### src/rtl/hazard_fwd_ctrl_pkg.sv
// hazard_fwd_ctrl_pkg: Res class, forward-select, opcode and Tnew/Tuse tables shared by the hazard unit.
package hazard_fwd_ctrl_pkg;
    localparam int RES_W = 2;
    localparam int REG_W = 5;
    typedef enum logic [RES_W-1:0] {
        RES_NW  = 2'b00,
        RES_ALU = 2'b01,
        RES_DM  = 2'b10,
        RES_PC  = 2'b11
    } res_t;
    localparam logic [1:0] FWD_RF = 2'b00;
    localparam logic [1:0] FWD_E  = 2'b11;
    localparam logic [1:0] FWD_M  = 2'b01;
    localparam logic [1:0] FWD_W  = 2'b10;
    localparam logic [5:0] OP_R   = 6'd0;
    localparam logic [5:0] OP_BEQ = 6'd4;
    localparam logic [5:0] OP_LW  = 6'd35;
    localparam logic [5:0] OP_SW  = 6'd43;
    localparam logic [5:0] OP_ORI = 6'd13;
    localparam logic [5:0] OP_LUI = 6'd15;
    localparam logic [5:0] OP_JAL = 6'd3;
    localparam logic [5:0] FN_JR  = 6'd8;
    localparam logic [1:0] TUSE_BR  = 2'd0;
    localparam logic [1:0] TUSE_ALU = 2'd1;
    localparam logic [1:0] TUSE_ST  = 2'd2;
    function automatic logic [1:0] tnew_of(logic [RES_W-1:0] res);
        return res == RES_ALU ? 2'd1 : res == RES_DM ? 2'd2 : 2'd0;
    endfunction
    // $0 and no-write entries never match a source
    function automatic logic hit(logic [REG_W-1:0] r, logic [REG_W-1:0] dest, logic [RES_W-1:0] res);
        return r != '0 && dest == r && res != RES_NW;
    endfunction
endpackage

### src/rtl/hazard_fwd_ctrl_instr_class_decode.sv
// instr_class_decode: instruction -> source regs, destination, Res class and per-source Tuse.
module instr_class_decode
    import hazard_fwd_ctrl_pkg::*;
(
    input  logic [31:0]      instr,
    output logic [REG_W-1:0] rs,
    output logic [REG_W-1:0] rt,
    output logic [REG_W-1:0] dest,
    output logic [RES_W-1:0] res,
    output logic [1:0]       tuse_rs,
    output logic [1:0]       tuse_rt,
    output logic             use_rs,
    output logic             use_rt
);
    logic [5:0] op, fn;
    logic r_alu, jr, beq, lw, sw, ori, lui, jal;
    logic unused_shamt;
    assign op = instr[31:26];
    assign fn = instr[5:0];
    assign unused_shamt = ^instr[10:6];
    assign r_alu = op == OP_R && fn != FN_JR;
    assign jr    = op == OP_R && fn == FN_JR;
    assign beq   = op == OP_BEQ;
    assign lw    = op == OP_LW;
    assign sw    = op == OP_SW;
    assign ori   = op == OP_ORI;
    assign lui   = op == OP_LUI;
    assign jal   = op == OP_JAL;
    assign rs = instr[25:21];
    assign rt = instr[20:16];
    assign dest = r_alu ? instr[15:11] : (ori | lui | lw) ? rt : jal ? REG_W'(31) : '0;
    assign res = (r_alu | ori | lui) ? RES_ALU : lw ? RES_DM : jal ? RES_PC : RES_NW;
    assign use_rs = r_alu | jr | beq | ori | lw | sw;
    assign use_rt = r_alu | beq | sw;
    assign tuse_rs = (beq | jr) ? TUSE_BR : TUSE_ALU;
    assign tuse_rt = beq ? TUSE_BR : sw ? TUSE_ST : TUSE_ALU;
endmodule

### src/rtl/hazard_fwd_ctrl.sv
// hazard_fwd_ctrl: E/M/W writer scoreboard driving RAW stall and all forwarding-mux selects.
module hazard_fwd_ctrl
    import hazard_fwd_ctrl_pkg::*;
(
    input  logic        clk,
    input  logic        reset,
    input  logic [31:0] instr_d,
    output logic        stall,
    output logic [1:0]  fwd_rs_d,
    output logic [1:0]  fwd_rt_d,
    output logic [1:0]  fwd_rs_e,
    output logic [1:0]  fwd_rt_e,
    output logic        fwd_rt_m
);
    logic [REG_W-1:0] d_rs, d_rt, d_dest, rs_src, rt_src;
    logic [RES_W-1:0] d_res;
    logic [1:0]       tuse_rs, tuse_rt;
    logic             use_rs, use_rt;
    logic [REG_W-1:0] e_rs, e_rt, e_dest, m_rt, m_dest, w_dest;
    logic [RES_W-1:0] e_res, m_res, w_res;
    logic [1:0]       e_tnew, m_tnew;

    instr_class_decode u_dec (
        .instr(instr_d), .rs(d_rs), .rt(d_rt), .dest(d_dest), .res(d_res),
        .tuse_rs(tuse_rs), .tuse_rt(tuse_rt), .use_rs(use_rs), .use_rt(use_rt)
    );

    // unused source fields are zeroed so they can never stall or forward
    assign rs_src = use_rs ? d_rs : '0;
    assign rt_src = use_rt ? d_rt : '0;

    always_ff @(posedge clk or negedge reset)
        if (!reset) begin
            e_rs   <= '0;
            e_rt   <= '0;
            e_dest <= '0;
            e_res  <= RES_NW;
            e_tnew <= '0;
            m_rt   <= '0;
            m_dest <= '0;
            m_res  <= RES_NW;
            m_tnew <= '0;
            w_dest <= '0;
            w_res  <= RES_NW;
        end else begin
            e_rs   <= stall ? '0 : rs_src;
            e_rt   <= stall ? '0 : rt_src;
            e_dest <= stall ? '0 : d_dest;
            e_res  <= stall ? RES_NW : d_res;
            e_tnew <= stall ? 2'd0 : tnew_of(d_res);
            m_rt   <= e_rt;
            m_dest <= e_dest;
            m_res  <= e_res;
            m_tnew <= e_tnew != 2'd0 ? e_tnew - 2'd1 : 2'd0;
            w_dest <= m_dest;
            w_res  <= m_res;
        end

    assign stall = (hit(rs_src, e_dest, e_res) && e_tnew > tuse_rs)
                || (hit(rs_src, m_dest, m_res) && m_tnew > tuse_rs)
                || (hit(rt_src, e_dest, e_res) && e_tnew > tuse_rt)
                || (hit(rt_src, m_dest, m_res) && m_tnew > tuse_rt);

    assign fwd_rs_d = hit(rs_src, e_dest, e_res) && e_tnew == 2'd0 ? FWD_E
                    : hit(rs_src, m_dest, m_res) && m_tnew == 2'd0 ? FWD_M
                    : hit(rs_src, w_dest, w_res) ? FWD_W : FWD_RF;
    assign fwd_rt_d = hit(rt_src, e_dest, e_res) && e_tnew == 2'd0 ? FWD_E
                    : hit(rt_src, m_dest, m_res) && m_tnew == 2'd0 ? FWD_M
                    : hit(rt_src, w_dest, w_res) ? FWD_W : FWD_RF;
    assign fwd_rs_e = hit(e_rs, m_dest, m_res) && m_tnew == 2'd0 ? FWD_M
                    : hit(e_rs, w_dest, w_res) ? FWD_W : FWD_RF;
    assign fwd_rt_e = hit(e_rt, m_dest, m_res) && m_tnew == 2'd0 ? FWD_M
                    : hit(e_rt, w_dest, w_res) ? FWD_W : FWD_RF;
    assign fwd_rt_m = hit(m_rt, w_dest, w_res);
endmodule

### config.mk
export PLATFORM = sky130hd
export DESIGN_NAME = hazard_fwd_ctrl
export DESIGN_NICKNAME = d
export VERILOG_FILES = /design/src/rtl/hazard_fwd_ctrl_pkg.sv /design/src/rtl/hazard_fwd_ctrl_instr_class_decode.sv /design/src/rtl/hazard_fwd_ctrl.sv
export SDC_FILE = /design/constraint.sdc
export NUM_CORES = 1
export LEC_CHECK = 0
export CELL_PAD_IN_SITES_DETAIL_PLACEMENT = 0
export CELL_PAD_IN_SITES_GLOBAL_PLACEMENT = 1
export CORE_MARGIN = 3
export CORE_UTILIZATION = 37
export DETAILED_ROUTE_END_ITERATION = 8
export PLACE_DENSITY = 0.85
export SETUP_SLACK_MARGIN = 0.15
export SLEW_MARGIN = 20
export SYNTH_ARGS = -nofsm -noshare
export SYNTH_HDL_FRONTEND = slang
export SYNTH_HIERARCHICAL = 1
export SYNTH_SLANG_ARGS = --single-unit
### constraint.sdc
create_clock -name clk -period 3.55 [get_ports clk]
set_input_delay 0.71 -clock clk [delete_from_list [all_inputs] [get_ports clk]]
set_output_delay 0.71 -clock clk [all_outputs]
set_load 0.02 [all_outputs]
# Word-level counts from Yosys, hierarchy flattened
# Cells that the tools add are included.
[word_totals]
inputBits = 34
ff_bits = 40
[classes]
eq_ne = 21
n_bitwise = 12
order_cmp = 4
add_sub_neg = 1
mux = 29
n_reduce_logical = 49
[ops]
columns = ["cell", "count"]
rows = [
  ["$eq A5 B5 Y1", 11],
  ["$mux W2", 20],
  ["$mux W5", 8],
  ["$logic_and A1 B1 Y1", 34],
  ["$reduce_bool A5 Y1", 5],
  ["$eq A6 B4 Y1 const B", 3],
  ["$eq A6 B6 Y1 const B", 2],
  ["$or A1 B1 Y1", 12],
  ["$gt A2 B2 Y1", 4],
  ["$reduce_bool A2 Y1", 4],
  ["$eq A6 B2 Y1 const B", 1],
  ["$eq A6 B3 Y1 const B", 1],
  ["$logic_not A6 Y1", 1],
  ["$ne A6 B4 Y1 const B", 1],
  ["$logic_not A2 Y1", 2],
  ["$logic_or A1 B1 Y1", 3],
  ["$eq A2 B1 Y1 const B", 1],
  ["$eq A2 B2 Y1 const B", 1],
  ["$sub A2 B1 Y2 const B", 1],
  ["$mux W1", 1],
]

# Logic depth before layout (Yosys ltp)
[logic_depth]
ltp_word = 16
ltp_mapped = 12
mapped_depth_nobuf = 9

# Cells and area by module
# The synthesis kept the hierarchy.
[by_module_without_submodules]
columns = ["mod", "cells_each", "n_inst", "area_each_um2", "seq_area_each_um2"]
rows = [
  ["hazard_fwd_ctrl", 254, 1, 2428.6, 1001.0],
  ["instr_class_decode", 50, 1, 344.1, 0.0],
]

# Worst setup path after synthesis
# Ideal clock, no wire load.
[synth_path]
path_type = "input -> output"
startpoint = "input port instr_d[28]"
endpoint = "output port stall"
path_buffers = 2
arrival_time_ns = 2.872
stages = 11
required_ns = 2.840
path_slack_ns = -0.032
cell_sequence = "buf_2 > nand4b_1 > or2_1 > a21o_1 > nand2_1 > buf_2 > nand2_1 > a2111oi_0 > nand4b_1 > nor2_1 > or3_1"
[synth_via]
elab_cells_between_ends = 45
[synth_lines]
columns = ["element", "line_no", "rtl"]
rows = [
  ["start: declaration", "hazard_fwd_ctrl.sv:7", "input logic [31:0] instr_d,"],
  ["$eq A6 B6 Y1", "hazard_fwd_ctrl_instr_class_decode.sv:25", "assign sw = op == OP_SW;"],
  ["$mux W2", "hazard_fwd_ctrl_instr_class_decode.sv:36", "assign tuse_rt = beq ? TUSE_BR : sw ? TUSE_ST : TUSE_ALU;"],
  ["$mux W2 (*)", "hazard_fwd_ctrl_instr_class_decode.sv:36", ""],
  ["net tuse_rt[0]", "hazard_fwd_ctrl.sv:17", "logic [1:0] tuse_rs, tuse_rt;"],
  ["$gt A2 B2 Y1", "hazard_fwd_ctrl.sv:61", "|| (hit(rt_src, e_dest, e_res) && e_tnew > tuse_rt)"],
  ["$logic_and A1 B1 Y1", "hazard_fwd_ctrl.sv:61", ""],
  ["$logic_or A1 B1 Y1", "hazard_fwd_ctrl.sv:61", ""],
  ["$logic_or A1 B1 Y1 (*)", "hazard_fwd_ctrl.sv:62", "|| (hit(rt_src, m_dest, m_res) && m_tnew > tuse_rt);"],
  ["end: declaration", "hazard_fwd_ctrl.sv:8", "output logic stall,"],
]
# The timed path passes the listed nets; every way through them passes the cells marked *.

# Worst setup path after layout
[layout_path]
startpoint = "input port instr_d[29]"
endpoint = "output port stall"
[layout_via]
elab_cells_between_ends = 45
[layout_lines]
columns = ["element", "line_no", "rtl"]
rows = [
  ["$logic_not A6 Y1", "hazard_fwd_ctrl_instr_class_decode.sv:22", "assign jr = op == OP_R && fn == FN_JR;"],
  ["$logic_and A1 B1 Y1", "hazard_fwd_ctrl_instr_class_decode.sv:22", ""],
  ["$or A1 B1 Y1 (*)", "hazard_fwd_ctrl_instr_class_decode.sv:35", "assign tuse_rs = (beq | jr) ? TUSE_BR : TUSE_ALU;"],
  ["$mux W1 (*)", "hazard_fwd_ctrl_instr_class_decode.sv:35", ""],
  ["net tuse_rs[0]", "hazard_fwd_ctrl.sv:17", ""],
  ["$gt A2 B2 Y1 (on tied branches)", "hazard_fwd_ctrl.sv:59, hazard_fwd_ctrl.sv:60", ""],
  ["$logic_and A1 B1 Y1 (on tied branches)", "hazard_fwd_ctrl.sv:59, hazard_fwd_ctrl.sv:60", ""],
  ["$logic_or A1 B1 Y1 (*)", "hazard_fwd_ctrl.sv:60", "|| (hit(rs_src, m_dest, m_res) && m_tnew > tuse_rs)"],
  ["$logic_or A1 B1 Y1 (*)", "hazard_fwd_ctrl.sv:61", ""],
  ["$logic_or A1 B1 Y1 (*)", "hazard_fwd_ctrl.sv:62", ""],
]
# Marked as above.

==> impl_metrics.py <==
metrics = {
    "global_routing": {
        "grt_max_degree": 41,
        "grt_usage_pct": 17.8,
        "antenna_found_initial": 0,
        "grt.overflow.total": 0,
        "grt_pass1_wl_um": 12100,
        "first_global_vias": 2563,
    },
    "critical_path": {
        "setup.worst_path.start": "instr_d[29]",
        "cp_slowest_stage_delay_ps": 400,
        "crit_path_end_kind": "output pin",
        "crit_arrival_ps": 2700,
        "worst_path_max_delay_cell": "or3_4",
        "required_ps": 2840,
        "r2r_slack_ps": 1120,
        "cp_max_fo": 5,
        "timing.rr.start": "m_dest[0]",
        "path_class": "input pin to output pin",
        "reg2reg_depth": 8,
        "r2r-end": "e_rs[4]",
        "crit_top_cell": "buf_6",
        "path_cells": "buf_6, nor4_4, and2b_4, buf_4, nand2b_1, ha_1, nand2_1, o2111a_1, and3_4, or3_4, buf_6",
        "cp-start-kind": "input pin",
    },
    "sta": {
        "tightest_slew_ps": 854,
        "finalCriticalPeriod_ps": 3410,
        "fmax_mhz": 293,
        "hold_viol": 0,
        "skew_ps": 8.73,
        "slew_viol_final": 0,
        "worst_slack_ps": 140,
        "period_share_pct": 96.1,
        "maxSlewHeadroom_pct": 43.1,
        "finalSetupViolations": 0,
        "rsz0062_at_grt": "yes",
    },
    "detailed_routing": {
        "num_vias": 2488,
        "drtIter0Drc": 97,
        "drcViolationCount": 0,
        "finalWirelength_um": 7570,
        "wl_per_cell_um": 16.5,
        "routed_via_density": 5.41,
        "drt_first_pass_iters": 4,
        "postRouteAntennaNets": 0,
    },
    "synthesis": {
        "yosys_warnings": 6,
        "synth-main-ff-cell": "dfrtp_1",
        "synth.cell_area_sq_um": 2770,
        "ys_async_sr_fraction_pct": 100,
        "ys_seq_elements": 40,
        "synth.avg_cell_area_sq_um": 9.12,
        "ys_types": 57,
        "ys_seq_area_share_pct": 36.1,
        "synth_edf_count": 0,
        "syn_inst": 304,
        "syn_nets": 346,
    },
    "cells_and_area": {
        "antenna_cells": 0,
        "area_growth_pct": 33.4,
        "layout-drive-gt1-share_pct": 27.7,
        "mostFrequentLayoutCells": "buf_4 (47), dfrtp_1 (40), xnor2_1 (27), nand2_1 (23), xor2_1 (19)",
        "fillers": 690,
        "fin_nets": 405,
        "regArea_sq_um": 1000,
        "final_common_cell": "buf_4",
        "multiInputGateArea_sq_um": 1710,
    },
    "clock_tree": {
        "clkLatencyLatePin_ps": 290,
        "cts_buffer_depth": 2,
        "cts_tree": "yes",
        "cts_hold_buf": 0,
        "h-tree-depth": 2,
        "cts_made_buffers": 5,
        "cts.clk_slew.worst_paths_ps": 80,
        "ctsRootBufferMaster": "clkbuf_8",
        "cts.sinks": 40,
    },
    "placement": {
        "dpl.hpwl_um": 5470,
        "place_congestion": 0.883,
        "io_buffers": 38,
        "dp_slack_ps": -835,
    },
    "min_path": {
        "hold_class": "flop to flop",
        "worstHoldPathCells": 0,
        "hold_path.startpoint": "e_res[0]",
        "min_to": "m_res[0]",
    },
    "floorplanning": {
        "ios": 44,
        "die_x_um": 92.6,
        "die_h_um": 92.6,
        "start_util_pct": 39.5,
        "placement_rows": 30,
        "core_sq_um": 7020,
        "die_area_sq_um": 8570,
    },
    "pwr": {
        "ir_worst_vdd_mv": 0.161,
        "power.leakage_nw": 1.62,
        "cellPowerDensity_nw_per_um2": 281,
        "power_mw": 1.04,
    },
    "run": {
        "drv_cap": 0,
    },
    "outcome": {
        "status": "complete, no violations",
    },
}
[per-stage QoR]
stage | util [%] | instances | hold WS [ps] | setup TNS (ps) | cell area, sq um
floorplan | - | 304 | 352 | 0 | 2820
global placement | 48.0 | 439 | 358 | -3640 | 3370
detailed placement | 48.0 | 439 | 362 | -3790 | 3370
CTS | 51.5 | 458 | 381 | 0 | 3620
global route | 52.7 | 460 | 386 | 0 | 3700
finish | 52.7 | 460 | 379 | 0 | 3700
[synthesized netlist by cell type, types with 5 or more instances]
library cell,number,area share (%)
nor4bb_1,6,2.2
buf_4,11,3.0
clkbuf_1,11,1.5
inv_1,10,1.4
or4_1,6,1.6
nand4_1,6,1.4
a221o_1,5,1.8
o21ai_0,12,2.2
xor2_1,19,6.0
nand2_1,26,3.5
buf_2,9,1.6
xnor2_1,27,8.5
ha_1,8,3.6
nor4_1,17,3.8
a21oi_1,7,1.3
nor3_1,11,2.0
nor2_1,17,2.3
dfrtp_1,40,36
nor2b_1,5,1.1
[routing by layer]
layer,GRT usage (%),routed length (um),up-vias
li1,-,-,1191
met1,21.6,3090,1193
met2,31.2,3850,86
met3,2.60,441,18
met4,7.80,187,0
met5,0,0,-
[registers in the layout (all words and copies together), names as in the netlist]
signal  cells
e_dest      5
e_rs        5
e_rt        5
m_dest      5
m_rt        5
w_dest      5
e_res       2
e_tnew      2
m_res       2
m_tnew      2
w_res       2
[cell type report]
type / instances / share of cell area (%)
Multi-Input combinational cell: 221 / 46.3
Clock buffer: 5 / 1.86
Timing Repair Buffer: 85 / 19.2
Clock inverter: 3 / 1.25
Inverter: 10 / 1.01
Tap cell: 96 / 3.25
Sequential cell: 40 / 27.1
[report_power, final]
group / switching, mW / internal, mW / total, mW
sequential: 0.0182 / 0.465 / 0.484
clock: 0.168 / 0.212 / 0.380
combinational: 0.0857 / 0.0900 / 0.176
total: 0.272 / 0.767 / 1.04
[what timing repair did]
item,CTS,global route
gates resized for setup,84,13
endpoints found under the setup margin,5,5
pin swaps,20,7
endpoints found under the hold margin,0,0
setup buffers,11,2
[critical path: cells and delay by family]
family,cells,cell delay (ps)
and+or+nand+nor,6,1210
AOI/OAI and AO/OA,1,140
buffers and inverters,3,350
adders and majority gates,1,290
[cell families (layout without fill, tap and decap cells)]
group | Yosys count | count (layout) | share of synthesized area [%]
compound gates | 46 | 46 | 11.7
xor+xnor | 46 | 46 | 14.5
flops | 40 | 40 | 36.1
fa+ha+maj | 8 | 8 | 3.61
other cells | 1 | 1 | 0.135
simple gates | 120 | 120 | 25.6
buf+inv | 43 | 103 | 8.26
[how the worst max path moves through the flow]
stage / slack [ps] / cells after the start / end
finish: 140 / 11 / stall
global route: 50 / 11 / fwd_rt_d[1]
CTS: 150 / 12 / stall
detailed placement: -830 / 11 / fwd_rt_d[1]
global placement: -790 / 11 / stall
floorplan: 120 / 10 / fwd_rs_d[0]
Power figures use the tool's default switching activity.
